$ cat config.mk
export PLATFORM = sky130hd
export DESIGN_NAME = alu_arbiter_flat
export DESIGN_NICKNAME = d
export VERILOG_FILES = /design/src/rtl/alu_arbiter_if.sv /design/src/rtl/alu_arbiter.sv /design/src/flat_wrapper.sv
export SDC_FILE = /design/constraint.sdc
export NUM_CORES = 1
export LEC_CHECK = 0
export ABC_CLOCK_PERIOD_IN_PS = 2400
export CELL_PAD_IN_SITES_DETAIL_PLACEMENT = 0
export CELL_PAD_IN_SITES_GLOBAL_PLACEMENT = 2
export CORE_ASPECT_RATIO = 1.25
export CORE_MARGIN = 2
export CORE_UTILIZATION = 24
export CTS_BUF_LIST = sky130_fd_sc_hd__clkbuf_8
export DETAILED_ROUTE_END_ITERATION = 6
export GPL_TIMING_DRIVEN = 0
export PLACE_DENSITY_LB_ADDON = 0.12
export RECOVER_POWER = 25
export SYNTH_ARGS = -nofsm -noshare
export SYNTH_HDL_FRONTEND = slang
export SYNTH_SLANG_ARGS = --single-unit
$ cat constraint.sdc
create_clock -name clk -period 2.4 [get_ports clk]
set_input_delay 0.48 -clock clk [delete_from_list [all_inputs] [get_ports clk]]
set_output_delay 0.48 -clock clk [all_outputs]
set_load 0.02 [all_outputs]
$ cat src/rtl/alu_arbiter_if.sv
// -----------------------------------------------------------------------------
// alu_arbiter_if
//
// Bundle of every handshake and bus signal around alu_arbiter:
//   - two request channels   (reqN_valid/ready, reqN_A/B, reqN_op)
//   - two response channels  (rspN_valid/ready) with a shared rsp_result and
//     rsp_flags = {Overflow, CarryOut, Zero}
//   - the shared ALU port    (alu_A/B/ALUop out, alu_Result/flags back in)
//   - dbg_state, the arbiter FSM state (0 = IDLE, 1 = EXEC, 2 = RESP)
//
// Handshake rule for all channels: a transfer happens on a rising clock edge
// where valid and ready are both high. The source holds its payload stable
// while valid is high, and valid never depends on ready.
//
// Modports:
//   slave  - the arbiter side
//   master - the environment side (requesters plus the ALU instance)
// -----------------------------------------------------------------------------
interface alu_arbiter_if #(
    parameter int DATA_WIDTH = 32
);
    // Request channel 0
    logic                  req0_valid;
    logic                  req0_ready;
    logic [DATA_WIDTH-1:0] req0_A;
    logic [DATA_WIDTH-1:0] req0_B;
    logic [2:0]            req0_op;

    // Request channel 1
    logic                  req1_valid;
    logic                  req1_ready;
    logic [DATA_WIDTH-1:0] req1_A;
    logic [DATA_WIDTH-1:0] req1_B;
    logic [2:0]            req1_op;

    // Response channels; payload is shared, valid selects the owner
    logic                  rsp0_valid;
    logic                  rsp0_ready;
    logic                  rsp1_valid;
    logic                  rsp1_ready;
    logic [DATA_WIDTH-1:0] rsp_result;
    logic [2:0]            rsp_flags;

    // Shared ALU port
    logic [DATA_WIDTH-1:0] alu_A;
    logic [DATA_WIDTH-1:0] alu_B;
    logic [2:0]            alu_ALUop;
    logic [DATA_WIDTH-1:0] alu_Result;
    logic                  alu_Overflow;
    logic                  alu_CarryOut;
    logic                  alu_Zero;

    // FSM state for observation
    logic [1:0]            dbg_state;

    modport slave (
        input  req0_valid, req0_A, req0_B, req0_op,
        input  req1_valid, req1_A, req1_B, req1_op,
        output req0_ready, req1_ready,
        output rsp0_valid, rsp1_valid, rsp_result, rsp_flags,
        input  rsp0_ready, rsp1_ready,
        output alu_A, alu_B, alu_ALUop,
        input  alu_Result, alu_Overflow, alu_CarryOut, alu_Zero,
        output dbg_state
    );

    modport master (
        output req0_valid, req0_A, req0_B, req0_op,
        output req1_valid, req1_A, req1_B, req1_op,
        input  req0_ready, req1_ready,
        input  rsp0_valid, rsp1_valid, rsp_result, rsp_flags,
        output rsp0_ready, rsp1_ready,
        input  alu_A, alu_B, alu_ALUop,
        output alu_Result, alu_Overflow, alu_CarryOut, alu_Zero,
        input  dbg_state
    );
endinterface

$ cat src/rtl/alu_arbiter.sv
// -----------------------------------------------------------------------------
// alu_arbiter
//
// Shares one combinational 32-bit ALU between two requesters. One transaction
// is outstanding at a time:
//   IDLE : grant one requester (round robin when both are valid), latch its
//          operands, op code and id.
//   EXEC : the ALU sees the latched operands for exactly one cycle; its
//          Result and {Overflow, CarryOut, Zero} are captured at the end.
//   RESP : the captured result is offered to the owning requester only, and
//          held until that requester accepts it.
// No arithmetic happens here; results and flags are forwarded bit-exact.
//
// Ports:
//   clk    - clock, rising edge
//   resetn - asynchronous, active-low reset
//   bus    - alu_arbiter_if.slave: request/response channels, ALU port and
//            dbg_state
// -----------------------------------------------------------------------------
module alu_arbiter #(
    parameter int DATA_WIDTH = 32
) (
    input  logic          clk,
    input  logic          resetn,
    alu_arbiter_if.slave  bus
);

    typedef enum logic [1:0] {
        IDLE = 2'd0,
        EXEC = 2'd1,
        RESP = 2'd2
    } state_t;

    state_t                state;
    logic                  prio;        // requester that wins a tie
    logic                  owner;       // requester of the outstanding transaction
    logic [DATA_WIDTH-1:0] a_q;
    logic [DATA_WIDTH-1:0] b_q;
    logic [2:0]            op_q;
    logic [DATA_WIDTH-1:0] result_q;
    logic [2:0]            flags_q;
    logic                  rsp0_valid_q;
    logic                  rsp1_valid_q;

    // -------------------------------------------------------------------------
    // Grant: combinational, only meaningful in IDLE. Gating with resetn keeps
    // both ready outputs low for the whole time reset is asserted, even though
    // the state register already reads IDLE.
    // -------------------------------------------------------------------------
    logic grant_valid;
    logic grant_id;

    always_comb begin
        grant_valid = 1'b0;
        grant_id    = 1'b0;
        if (resetn && (state == IDLE)) begin
            if (bus.req0_valid && bus.req1_valid) begin
                grant_valid = 1'b1;
                grant_id    = prio;
            end else if (bus.req0_valid) begin
                grant_valid = 1'b1;
                grant_id    = 1'b0;
            end else if (bus.req1_valid) begin
                grant_valid = 1'b1;
                grant_id    = 1'b1;
            end
        end
    end

    // Operand mux for the winning requester
    logic [DATA_WIDTH-1:0] sel_a;
    logic [DATA_WIDTH-1:0] sel_b;
    logic [2:0]            sel_op;

    always_comb begin
        sel_a  = bus.req0_A;
        sel_b  = bus.req0_B;
        sel_op = bus.req0_op;
        if (grant_id) begin
            sel_a  = bus.req1_A;
            sel_b  = bus.req1_B;
            sel_op = bus.req1_op;
        end
    end

    // Only the owner's rsp_ready can release RESP; the other one is ignored.
    logic rsp_accept;

    always_comb begin
        rsp_accept = bus.rsp0_ready;
        if (owner) begin
            rsp_accept = bus.rsp1_ready;
        end
    end

    // -------------------------------------------------------------------------
    // FSM and all registered outputs
    // -------------------------------------------------------------------------
    always_ff @(posedge clk or negedge resetn) begin
        if (!resetn) begin
            state        <= IDLE;
            prio         <= 1'b0;
            owner        <= 1'b0;
            a_q          <= '0;
            b_q          <= '0;
            op_q         <= '0;
            result_q     <= '0;
            flags_q      <= '0;
            rsp0_valid_q <= 1'b0;
            rsp1_valid_q <= 1'b0;
        end else begin
            case (state)
                IDLE: begin
                    if (grant_valid) begin
                        a_q   <= sel_a;
                        b_q   <= sel_b;
                        op_q  <= sel_op;
                        owner <= grant_id;
                        // The requester that did not win gets the next tie.
                        prio  <= ~grant_id;
                        state <= EXEC;
                    end
                end

                EXEC: begin
                    result_q     <= bus.alu_Result;
                    flags_q      <= {bus.alu_Overflow, bus.alu_CarryOut, bus.alu_Zero};
                    rsp0_valid_q <= ~owner;
                    rsp1_valid_q <= owner;
                    state        <= RESP;
                end

                RESP: begin
                    // Operands, result and flags stay untouched while waiting.
                    if (rsp_accept) begin
                        rsp0_valid_q <= 1'b0;
                        rsp1_valid_q <= 1'b0;
                        state        <= IDLE;
                    end
                end

                default: begin
                    rsp0_valid_q <= 1'b0;
                    rsp1_valid_q <= 1'b0;
                    state        <= IDLE;
                end
            endcase
        end
    end

    // -------------------------------------------------------------------------
    // Outputs
    // -------------------------------------------------------------------------
    assign bus.req0_ready = grant_valid && !grant_id;
    assign bus.req1_ready = grant_valid &&  grant_id;

    assign bus.rsp0_valid = rsp0_valid_q;
    assign bus.rsp1_valid = rsp1_valid_q;
    assign bus.rsp_result = result_q;
    assign bus.rsp_flags  = flags_q;

    // The ALU always sees the operand registers, so its inputs are stable
    // across EXEC and RESP.
    assign bus.alu_A      = a_q;
    assign bus.alu_B      = b_q;
    assign bus.alu_ALUop  = op_q;

    assign bus.dbg_state  = state;

endmodule
$ cat src/flat_wrapper.sv
// flat-port wrapper written by rule: the top's interface ports become plain ports
module alu_arbiter_flat 
#(
    parameter int DATA_WIDTH = 32
)
  (clk, resetn, bus_req0_valid, bus_req0_A, bus_req0_B, bus_req0_op, bus_req1_valid, bus_req1_A, bus_req1_B, bus_req1_op, bus_req0_ready, bus_req1_ready, bus_rsp0_valid, bus_rsp1_valid, bus_rsp_result, bus_rsp_flags, bus_rsp0_ready, bus_rsp1_ready, bus_alu_A, bus_alu_B, bus_alu_ALUop, bus_alu_Result, bus_alu_Overflow, bus_alu_CarryOut, bus_alu_Zero, bus_dbg_state);
  alu_arbiter_if #(.DATA_WIDTH(DATA_WIDTH)) bus_i ();
  input  logic clk;
  input  logic resetn;
  input wire logic [$bits(bus_i.req0_valid)-1:0] bus_req0_valid;
  input wire logic [$bits(bus_i.req0_A)-1:0] bus_req0_A;
  input wire logic [$bits(bus_i.req0_B)-1:0] bus_req0_B;
  input wire logic [$bits(bus_i.req0_op)-1:0] bus_req0_op;
  input wire logic [$bits(bus_i.req1_valid)-1:0] bus_req1_valid;
  input wire logic [$bits(bus_i.req1_A)-1:0] bus_req1_A;
  input wire logic [$bits(bus_i.req1_B)-1:0] bus_req1_B;
  input wire logic [$bits(bus_i.req1_op)-1:0] bus_req1_op;
  output wire logic [$bits(bus_i.req0_ready)-1:0] bus_req0_ready;
  output wire logic [$bits(bus_i.req1_ready)-1:0] bus_req1_ready;
  output wire logic [$bits(bus_i.rsp0_valid)-1:0] bus_rsp0_valid;
  output wire logic [$bits(bus_i.rsp1_valid)-1:0] bus_rsp1_valid;
  output wire logic [$bits(bus_i.rsp_result)-1:0] bus_rsp_result;
  output wire logic [$bits(bus_i.rsp_flags)-1:0] bus_rsp_flags;
  input wire logic [$bits(bus_i.rsp0_ready)-1:0] bus_rsp0_ready;
  input wire logic [$bits(bus_i.rsp1_ready)-1:0] bus_rsp1_ready;
  output wire logic [$bits(bus_i.alu_A)-1:0] bus_alu_A;
  output wire logic [$bits(bus_i.alu_B)-1:0] bus_alu_B;
  output wire logic [$bits(bus_i.alu_ALUop)-1:0] bus_alu_ALUop;
  input wire logic [$bits(bus_i.alu_Result)-1:0] bus_alu_Result;
  input wire logic [$bits(bus_i.alu_Overflow)-1:0] bus_alu_Overflow;
  input wire logic [$bits(bus_i.alu_CarryOut)-1:0] bus_alu_CarryOut;
  input wire logic [$bits(bus_i.alu_Zero)-1:0] bus_alu_Zero;
  output wire logic [$bits(bus_i.dbg_state)-1:0] bus_dbg_state;
  assign bus_i.req0_valid = bus_req0_valid;
  assign bus_i.req0_A = bus_req0_A;
  assign bus_i.req0_B = bus_req0_B;
  assign bus_i.req0_op = bus_req0_op;
  assign bus_i.req1_valid = bus_req1_valid;
  assign bus_i.req1_A = bus_req1_A;
  assign bus_i.req1_B = bus_req1_B;
  assign bus_i.req1_op = bus_req1_op;
  assign bus_req0_ready = bus_i.req0_ready;
  assign bus_req1_ready = bus_i.req1_ready;
  assign bus_rsp0_valid = bus_i.rsp0_valid;
  assign bus_rsp1_valid = bus_i.rsp1_valid;
  assign bus_rsp_result = bus_i.rsp_result;
  assign bus_rsp_flags = bus_i.rsp_flags;
  assign bus_i.rsp0_ready = bus_rsp0_ready;
  assign bus_i.rsp1_ready = bus_rsp1_ready;
  assign bus_alu_A = bus_i.alu_A;
  assign bus_alu_B = bus_i.alu_B;
  assign bus_alu_ALUop = bus_i.alu_ALUop;
  assign bus_i.alu_Result = bus_alu_Result;
  assign bus_i.alu_Overflow = bus_alu_Overflow;
  assign bus_i.alu_CarryOut = bus_alu_CarryOut;
  assign bus_i.alu_Zero = bus_alu_Zero;
  assign bus_dbg_state = bus_i.dbg_state;
  alu_arbiter #(.DATA_WIDTH(DATA_WIDTH)) u_core (.clk(clk), .resetn(resetn), .bus(bus_i));
endmodule
==> results.md, run 1 <==
* Met1 GRT Util at 0.2245
* Fill cells at 1900
* Final Hold Fails at 0
* HPWL Detailed at 13080 microns
* Fin. max-slew vios at 36
* Core ar. at 19400 sq um
* Critical Path AT at 1.79 ns
* Count leader, synth: dfrtp_1
* GRT Residual Overflow at 0
* Pwr Density at 1188 nW/um^2
* Ant diodes at 0
* Syn nets at 581
* Slew HR at -0.06232
* Final WL at 18240 microns
* CTS root buf: clkbuf_8
* Cell Area, Synth at 4722 sq um
* Layout cells sized above 1 at 0.1138
* Final non-filler cell total at 977
* Peak VDD IR at 0.0004224 V
* Via/cell ratio at 4.613
* Worst-Margin Slew at 1.593 ns
* Pleak at 3.308 nW
* GR Util met3 at 0.03165
* TritonCTS buffer count at 9
* Synth area leader: dfrtp_1
* Vias post-DR at 4507
* Chip width at 129.5 microns
* CTS tree: built
* Busiest grt layer: met2
* Seq cells post-synth at 108
* Util after Layout at 0.4217
* Antenna violations before repair at 0
* Area growth, synth to finish at 73.24%
* Final clock skew at 0.02045 ns
* Post-route ant nets at 0
* # DRC at 0
* Worst-Skew Late Latency at 0.39 ns
* Initial detailed-routing violation count at 232
* Ys Warns at 0
* Die Height at 160.8 microns
* Clock tree buffer depth at 2
* Distinct cells, synth at 24
* Hold/Removal Path Class: in2async
* Ys flop type: dfrtp_1
* RD Place Congestion at 0.7585
* Starting Density at 0.2434
* Pin count of the biggest net entering global routing at 36
* Clock Sinks at 108
* DIE AREA at 20820 sq um
* Syn avg cell area at 11.63 sq um
* Fin Setup TNS at 0 ns
* Top area cells in the synthesized netlist: dfrtp_1 57%, a221o_1 14%, mux2_2 8.3%, nor3_1 7.0%, nand2_1 5.4%
* Worst Path Max Fanout at 10
* WS Path Type: in2out
* Post-route clock period utilization at 0.9449
* GR Util met2 at 0.2856
* Failing checks: max-capacitance violations, max-slew violations
* PortBufs at 281
* Wire per inst at 18.67 microns
* Reg clk slew, reported paths at 0.10 ns
* Max-Cap Viols at 1
* Post-synth top cells: 108 x dfrtp_1, 68 x nand2_1, 67 x a221o_1, 66 x nor3_1, 35 x mux2_2
* Final Setup Violations at 0
* RSZ-0062 raised after global routing: false
* Asr flop ratio synth at 1.000
* Startpoint types: input pin
* Pre-antenna DRT Iters at 4
* Synth top area share at 0.5723
* Register area share after synthesis at 0.5723
* WP data required at 1.92 ns
* Setup crit end kind: output pin
* I/O pin count at 283
* Power Total at 9.719 mW
* Fmax at 441.0 MHz
* Min cycle time layout at 2.268 ns
* # H-tree levels at 3
* First-pass GRT wire length at 27320 microns
* Outcome: complete, but fails checks
* Total GRT Usage at 0.1726
* Vias in the first global route at 4741
* Final net count at 882
* EDFF count, synth at 0
* Row count at 57
* Placed Cells at 953
* Synthesized netlist cell count at 406
-- flip-flops by register name, summed over array words and instances, names as in the netlist --
register	cells
u_core.prio	1
u_core.bus.alu_ALUop	3
u_core.owner	1
u_core.bus.rsp1_valid	1
u_core.bus.rsp_result	32
u_core.bus.rsp0_valid	1
u_core.bus.alu_B	32
u_core.bus.alu_A	32
u_core.bus.dbg_state	2
u_core.bus.rsp_flags	3
-- logic make-up (layout without fill, tap and decap cells) --
kind of cell,Yosys count,after routing,share of synthesized area
compound gates,74,74,0.1537
simple gates,142,142,0.1388
buf+inv,45,351,0.04743
flops,108,108,0.5723
mux,37,37,0.08771
-- layout make-up --
type,instances,area [sq um],share of cell area
buffer,41,212.7,0.02600
clock buffer,10,137.6,0.01682
sequential,108,2705,0.3307
multi-input combinational,253,1803,0.2204
clock inverter,6,55.05,0.006730
timing repair buffer,292,2928,0.3579
inverter,2,7.507,0.0009177
tap,265,331.6,0.04053
-- layout by cell type, fill, tap and decap left out, types with 5 or more instances in the layout --
cell type,n
a221o_1,67
buf_2,9
buf_4,6
buf_6,5
clkbuf_1,28
clkbuf_8,10
clkdlybuf4s50_1,278
dfrtp_1,106
mux2_2,35
nand2_1,68
nor3_1,66
-- final timing paths --
path / from / end / slack (ns) / cells after the start
max: bus_req0_valid / bus_req1_ready / 0.13 / 6
min: resetn / u_core.bus.alu_A[3] / 0.1 / 3
max reg2reg: u_core.bus.dbg_state[1] / u_core.bus.alu_A[6] / 0.45 / 6
min reg2reg: u_core.bus.rsp_flags[1] / u_core.bus.rsp_flags[1] / 0.52 / 1
max in group asynchronous: resetn / u_core.bus.alu_A[12] / 0.73 / 2
min in group clk: u_core.bus.rsp_flags[1] / u_core.bus.rsp_flags[1] / 0.52 / 1
-- timing repair --
item | CTS | global route
resized for setup | 21 | 2
gates cloned | 3 | 0
endpoints found under the setup margin | 2 | 2
hold endpoints to repair | 32 | 0
pin swaps | 1 | 2
hold buffers | 2 | 0
setup buffers | 5 | 0
-- worst max-delay path, stage by stage --
cell and delay [ns]:
clkdlybuf4s50_1 0.44, nor2b_1 0.14, buf_2 0.16, buf_4 0.19, nor3b_4 0.22, buf_6 0.15
-- layer usage --
layer,share of wire,vias to the layer above
met5,0,-
met2,0.49,185
met4,0.022,0
li1,-,2111
met3,0.065,19
met1,0.42,2192
-- power breakdown --
group	switching [mW]	internal, mW
Clock	0.713	0.427
Sequential	0.533	2.74
Combinational	2.54	2.76
-- through the flow --
step	worst slack, ns	instance area [sq um]	hold WS [ns]
floorplan	0.3579	4722	0.1844
global placement	-4.753	7866	0.4876
detailed placement	-1.093	7895	0.4272
CTS	0.006905	8274	0.08039
global route	0.06810	8180	0.08858
finish	0.1322	8180	0.09582
Power figures use the tool's default switching activity.
==> run 2: changes to the inputs <==
--- a/config.mk
+++ b/config.mk
@@ -16,6 +16,7 @@
 export GPL_TIMING_DRIVEN = 0
 export PLACE_DENSITY_LB_ADDON = 0.12
 export RECOVER_POWER = 25
+export SLEW_MARGIN = 20
 export SYNTH_ARGS = -nofsm -noshare
 export SYNTH_HDL_FRONTEND = slang
 export SYNTH_SLANG_ARGS = --single-unit
==> run 2 against run 1 <==
Effect of this change: the run still ends with max-capacitance violations, max-slew violations left; first-iteration DRC count shrank 6.5%; critical path type unchanged; routed wire length grew 0.15%; count of clock-buffer cells in the layout is the same; core utilization grew 0.12 points; power grew 0.10%; maximum frequency is essentially flat; largest power group unchanged; critical path depth is the same; register-to-register slack is essentially flat; clock power is essentially flat; non-clock buffer count is the same.
==> results.md, run 2 (synthesis gave the netlist of run 1 again) <==
* Outcome: complete, but fails checks
* Failing checks: max-capacitance violations, max-slew violations
* Die Height at 160.8 microns (unchanged)
* Startpoint types: input pin
* Pin count of the biggest net entering global routing at 36 (unchanged)
* DR WL met3 at 1181 microns (about the same)
* Worst-Margin Slew at 1.589 ns (-0.004423 ns)
* GRT Residual Overflow at 0 (unchanged)
* Pwr Density at 1186 nW/um^2 (-0.17%)
* Max-Cap Viols at 1 (unchanged)
* DR WL met2 at 8930 microns (about the same)
* Worst reg-to-reg path cell count at 6 (unchanged)
* Starting Density at 0.2434 (unchanged)
* Setup crit end kind: output pin
* Fmax at 440.7 MHz (about the same)
* Dpl ws at -1.093 ns (unchanged)
* Final Setup Violations at 0 (unchanged)
* Placed Cells at 953 (unchanged)
* Final Hold Fails at 0 (unchanged)
* Fin. max-slew vios at 36 (unchanged)
* Ant diodes at 0 (unchanged)
* Clock Sinks at 108 (unchanged)
* Vias in the first global route at 4741 (unchanged)
* Final worst slack at 0.1311 ns (-0.001101 ns)
* Final WL at 18270 microns (+0.15%)
* Worst reg2reg endpoint: u_core.bus.alu_A[6]
* Final clock skew at 0.02366 ns (+0.003212 ns)
* Worst Path Max Fanout at 10 (unchanged)
* # DRC at 0 (unchanged)
* Post-route ant nets at 0 (unchanged)
* I/O pin count at 283 (unchanged)
* TritonCTS buffer count at 9 (unchanged)
* RSZ-0062 raised after global routing: false
* Final net count at 882 (unchanged)
* CTS tree: built
* Area growth, synth to finish at 73.71%
* # H-tree levels at 3 (unchanged)
* Chip width at 129.5 microns (unchanged)
* Worst-Skew Late Latency at 0.40 ns (about the same)
* Vias post-DR at 4542 (+0.78%)
* HPWL Detailed at 13080 microns (unchanged)
* CTS root buf: clkbuf_8
* Crit Reg-Reg Startpoint: u_core.bus.dbg_state[1]
* Critical Path AT at 1.79 ns (about the same)
* Most common cell after layout, fill and taps aside: clkdlybuf4s50_1
* WP data required at 1.92 ns (about the same)
* Total GRT Usage at 0.1726 (unchanged)
* Row count at 57 (unchanged)
* Hold Slack at 0.09688 ns (+0.001053 ns)
* Pre-antenna DRT Iters at 4 (unchanged)
* Min cycle time layout at 2.269 ns (+0.001101 ns)
* Clock tree buffer depth at 2 (unchanged)
* R2R Setup Slk at 0.46 ns (about the same)
* Layout cells sized above 1 at 0.1152 (+0.001404)
* PortBufs at 281 (unchanged)
* Pleak at 3.323 nW (+0.46%)
* Final non-filler cell total at 977 (unchanged)
* Most frequent cells in the layout: 278 x clkdlybuf4s50_1, 106 x dfrtp_1, 68 x nand2_1
* Core ar. at 19400 sq um (unchanged)
* DRT met1 WL at 7757 microns (+0.26%)
* Reg clk slew, reported paths at 0.10 ns (about the same)
* RD Place Congestion at 0.7585 (unchanged)
* First-pass GRT wire length at 27320 microns (unchanged)
* WS Path Type: in2out
* Wire per inst at 18.70 microns (+0.15%)
* DIE AREA at 20820 sq um (unchanged)
* Initial detailed-routing violation count at 217 (-6.5%)
* Uppermost routed layer: met4
* Slew HR at -0.05937 (+0.002948)
* Via/cell ratio at 4.649 (+0.78%)
* Peak VDD IR at 0.0004225 V (about the same)
* Hold/Removal Path Class: in2async
* Util after Layout at 0.4229 (+0.001161)
* Antenna violations before repair at 0 (unchanged)
* Post-route clock period utilization at 0.9454 (about the same)
run 2: cell count changes in the layout (fill, tap and decap cells not counted), sizes merged:
cell / previous run / this run
bufbuf: 0 / 1
dlygate4sd3: 2 / 1
run 2: worst max-delay path by stage:
stage                     depth (start not counted)                    start        endpoint
after floorplan                                   5  u_core.bus.dbg_state[0]  bus_req1_ready
after global placement                            7                   resetn  bus_req1_ready
after CTS                                         5  u_core.bus.dbg_state[1]  bus_req1_ready
after detailed placement                          8                   resetn  bus_req1_ready
final                                             6           bus_req0_valid  bus_req1_ready
after global routing                              6           bus_req0_valid  bus_req1_ready
run 2: layout make-up:
type	instances	area, sq um
Timing Repair Buffer	292	2950
Buffer	41	212.7
Sequential cell	108	2705
Inverter	2	7.507
Multi-Input combinational cell	253	1803
Fill cell	1898	11200
Clock inverter	6	55.05
Clock buffer	10	137.6
Tap cell	265	331.6
run 2: worst max-delay path, cell delays in order:
cell	delay [ns]
clkdlybuf4s50_1	0.44
nor2b_1	0.14
buf_2	0.16
buf_4	0.19
nor3b_4	0.22
buf_6	0.15
run 2: where the power goes:
group,total [mW],switching (mW),internal (mW)
Combinational,5.31,2.54,2.76
Sequential,3.28,0.534,2.74
Clock,1.14,0.714,0.427
run 2: repair_timing:
action | 4_1_cts | 5_1_grt
gates resized for setup | 21 | 2
hold buffers | 2 | 0
setup endpoints to repair | 2 | 2
cloned | 3 | 0
pin swaps | 1 | 2
hold endpoints to repair | 32 | 0
setup buffers | 5 | 0
run 2: through the flow:
step	setup TNS (ns)	instance area [sq um]	total power, mW
after floorplan	0	4722	5.881
after global placement	-676.46	7866	8.578
after detailed placement	-22.14	7895	8.638
after CTS	0	8274	9.899
after global routing	0	8203	10.31
final	0	8203	9.729
run 2: per-layer routing:
layer,track usage,vias up
met1,0.2245,2221
met4,0.06256,0
li1,-,2113
met3,0.03165,19
met5,0,-
met2,0.2856,189
==> run 3: changes to the inputs <==
--- a/config.mk
+++ b/config.mk
@@ -5,7 +5,7 @@
 export SDC_FILE = /design/constraint.sdc
 export NUM_CORES = 1
 export LEC_CHECK = 0
-export ABC_CLOCK_PERIOD_IN_PS = 2400
+export ABC_CLOCK_PERIOD_IN_PS = 2900
 export CELL_PAD_IN_SITES_DETAIL_PLACEMENT = 0
 export CELL_PAD_IN_SITES_GLOBAL_PLACEMENT = 2
 export CORE_ASPECT_RATIO = 1.25
==> constraint.sdc (replaced) <==
create_clock -name clk -period 2.9 [get_ports clk]
set_input_delay 0.58 -clock clk [delete_from_list [all_inputs] [get_ports clk]]
set_output_delay 0.58 -clock clk [all_outputs]
set_load 0.02 [all_outputs]
==> run 3 against run 2 <==
Effect of this change: critical path type is now reg2out; the run still ends with max-capacitance violations, max-slew violations left; combinational power shrank 18%; sequential share of layout area rose by 0.26 points; count of clock-buffer cells in the layout unchanged; via count down 0.42%; final area shrank 0.87%.
==> results.md, run 3 (synthesis gave the netlist of run 1 again) <==
* Initial detailed-routing violation count at 210 (-3.2%)
* Layout cells sized above 1 at 0.1044 (-0.01080)
* GR Util met2 at 0.2854 (about the same)
* Core ar. at 19400 sq um (unchanged)
* Critical Path AT at 2.14 ns (+0.35 ns)
* CTS root buf: clkbuf_8
* Antenna violations before repair at 0 (unchanged)
* Worst path buffer plus inverter count at 4 (unchanged)
* Placed Cells at 953 (unchanged)
* CP max stage cell: dfrtp_1
* TritonCTS buffer count at 9 (unchanged)
* Clock Sinks at 108 (unchanged)
* Die Height at 160.8 microns (unchanged)
* Wire per inst at 18.69 microns (about the same)
* Worst Path Max Fanout at 10 (unchanged)
* Fill cells at 1904 (+0.32%)
* Final non-filler cell total at 974 (-0.31%)
* Ant diodes at 0 (unchanged)
* Failing checks: max-capacitance violations, max-slew violations
* Peak VDD IR at 0.0003471 V (-18%)
* DIE AREA at 20820 sq um (unchanged)
* Multi-input gate area at 1795 sq um (-0.42%)
* Crit path max-delay family: buffers and inverters
* Vias in the first global route at 4732 (-0.19%)
* PortBufs at 281 (unchanged)
* Max-Cap Viols at 1 (unchanged)
* Final worst slack at 0.1760 ns (+0.04489 ns)
* CTS tree: built
* Final Setup Violations at 0 (unchanged)
* Dpl ws at -0.7927 ns (+0.3000 ns)
* Final WL at 18200 microns (-0.37%)
* Post-route clock period utilization at 0.9393
* Power Total at 8.016 mW (-18%)
* FF/Latch Area at 2703 sq um (about the same)
* Row count at 57 (unchanged)
* Area after DPL at 7895 sq um (unchanged)
* Fin. max-slew vios at 36 (unchanged)
* Met1 GRT Util at 0.2245 (about the same)
* Busiest grt layer: met2
* GRT Residual Overflow at 0 (unchanged)
* Clock tree buffer depth at 2 (unchanged)
* Critical-path cell list: or3b_1, buf_2, buf_6, buf_6, nor3b_4, buf_2
* # DRC at 0 (unchanged)
* GR Util met3 at 0.03165 (unchanged)
* Worst-Skew Late Latency at 0.40 ns (about the same)
* Post-route ant nets at 0 (unchanged)
* Area growth, synth to finish at 72.20%
* Outcome: complete, but fails checks
* Post-Layout Inst Area at 8132 sq um (-0.87%)
* Chip width at 129.5 microns (unchanged)
* WS Path Type: reg2out
* Slew HR at -0.2872 (-0.2278)
* Pleak at 3.283 nW (-1.2%)
* Final clock skew at 0.02133 ns (-0.002339 ns)
* Reg clk slew, reported paths at 0.12 ns (+0.02 ns)
* First-pass GRT wire length at 27260 microns (-0.21%)
* Post-CTS Setup Bufs at 0 (-5)
* Crit-path max cell delay at 0.48 ns (+0.04 ns)
* I/O pin count at 283 (unchanged)
* WP data required at 2.32 ns (+0.40 ns)
* HPWL Detailed at 13080 microns (unchanged)
* Pin count of the biggest net entering global routing at 36 (unchanged)
* Vias post-DR at 4523 (-0.42%)
* Pre-antenna DRT Iters at 4 (unchanged)
* RSZ-0062 raised after global routing: false
* Final net count at 879 (-0.34%)
* Final Hold Fails at 0 (unchanged)
* Most common cell after layout, fill and taps aside: clkdlybuf4s50_1
* Hold Slack at 0.1201 ns (+0.02322 ns)
* R2R Setup Slk at 1.03 ns (+0.57 ns)
* Pwr Density at 985.7 nW/um^2 (-17%)
* Hold/Removal Path Class: in2async
* Starting Density at 0.2434 (unchanged)
* Min cycle time layout at 2.724 ns
* Total GRT Usage at 0.1725 (about the same)
* Setup crit end kind: output pin
* RD Place Congestion at 0.7585 (unchanged)
* # H-tree levels at 3 (unchanged)
* Worst-Margin Slew at 1.931 ns (+0.3417 ns)
* Fmax at 367.1 MHz
* Startpoint types: flop
* Via/cell ratio at 4.644 (-0.11%)
* Util after Layout at 0.4192 (-0.003677)
* Most frequent cells in the layout: 278 x clkdlybuf4s50_1, 108 x dfrtp_1, 68 x nand2_1
* Fin Setup TNS at 0 ns (unchanged)
run 3: cell type report:
cell class,instances,share of cell area
Timing Repair Buffer,287,0.3545
Sequential cell,108,0.3324
Multi-Input combinational cell,253,0.2208
Tap cell,265,0.04078
Buffer,43,0.02693
Clock buffer,10,0.01693
Clock inverter,6,0.006770
Inverter,2,0.0009232
run 3: power by group:
part | switching [mW] | internal, mW | total, mW | leakage, nW
registers | 0.450 | 2.27 | 2.72 | 1.31
clock network | 0.591 | 0.354 | 0.944 | 0.0929
logic | 2.09 | 2.26 | 4.35 | 1.88
run 3: metal layers:
metal,share of wire,routed length (microns),vias to the layer above
met3,0.062,1131,19
met2,0.49,8991,184
met4,0.022,403,0
met1,0.42,7676,2213
li1,-,-,2107
met5,0,0,-
run 3: path summary, 6_finish.rpt:
kind / startpoint / cells past startpoint / to
max in group asynchronous: resetn / 2 / u_core.bus.rsp_result[3]
worst max register to register: u_core.bus.dbg_state[1] / 5 / u_core.bus.alu_A[6]
min in group clk: u_core.bus.rsp_flags[1] / 1 / u_core.bus.rsp_flags[1]
worst min register to register: u_core.bus.rsp_flags[1] / 1 / u_core.bus.rsp_flags[1]
worst max-delay path: u_core.bus.dbg_state[1] / 6 / bus_req1_ready
worst min-delay path: resetn / 2 / u_core.bus.alu_B[6]
run 3: worst register-to-register path, cell delays in order (launching register included):
cell,delay (ns)
dfrtp_1,0.48
nor3b_1,0.27
and3_1,0.18
buf_2,0.19
clkbuf_1,0.45
a221o_1,0.25
run 3: repair_timing:
action | 4_1_cts | 5_1_grt
gates resized for setup | 9 | 0
setup endpoints to repair | 2 | 0
hold buffers | 2 | 0
endpoints found under the hold margin | 12 | 0
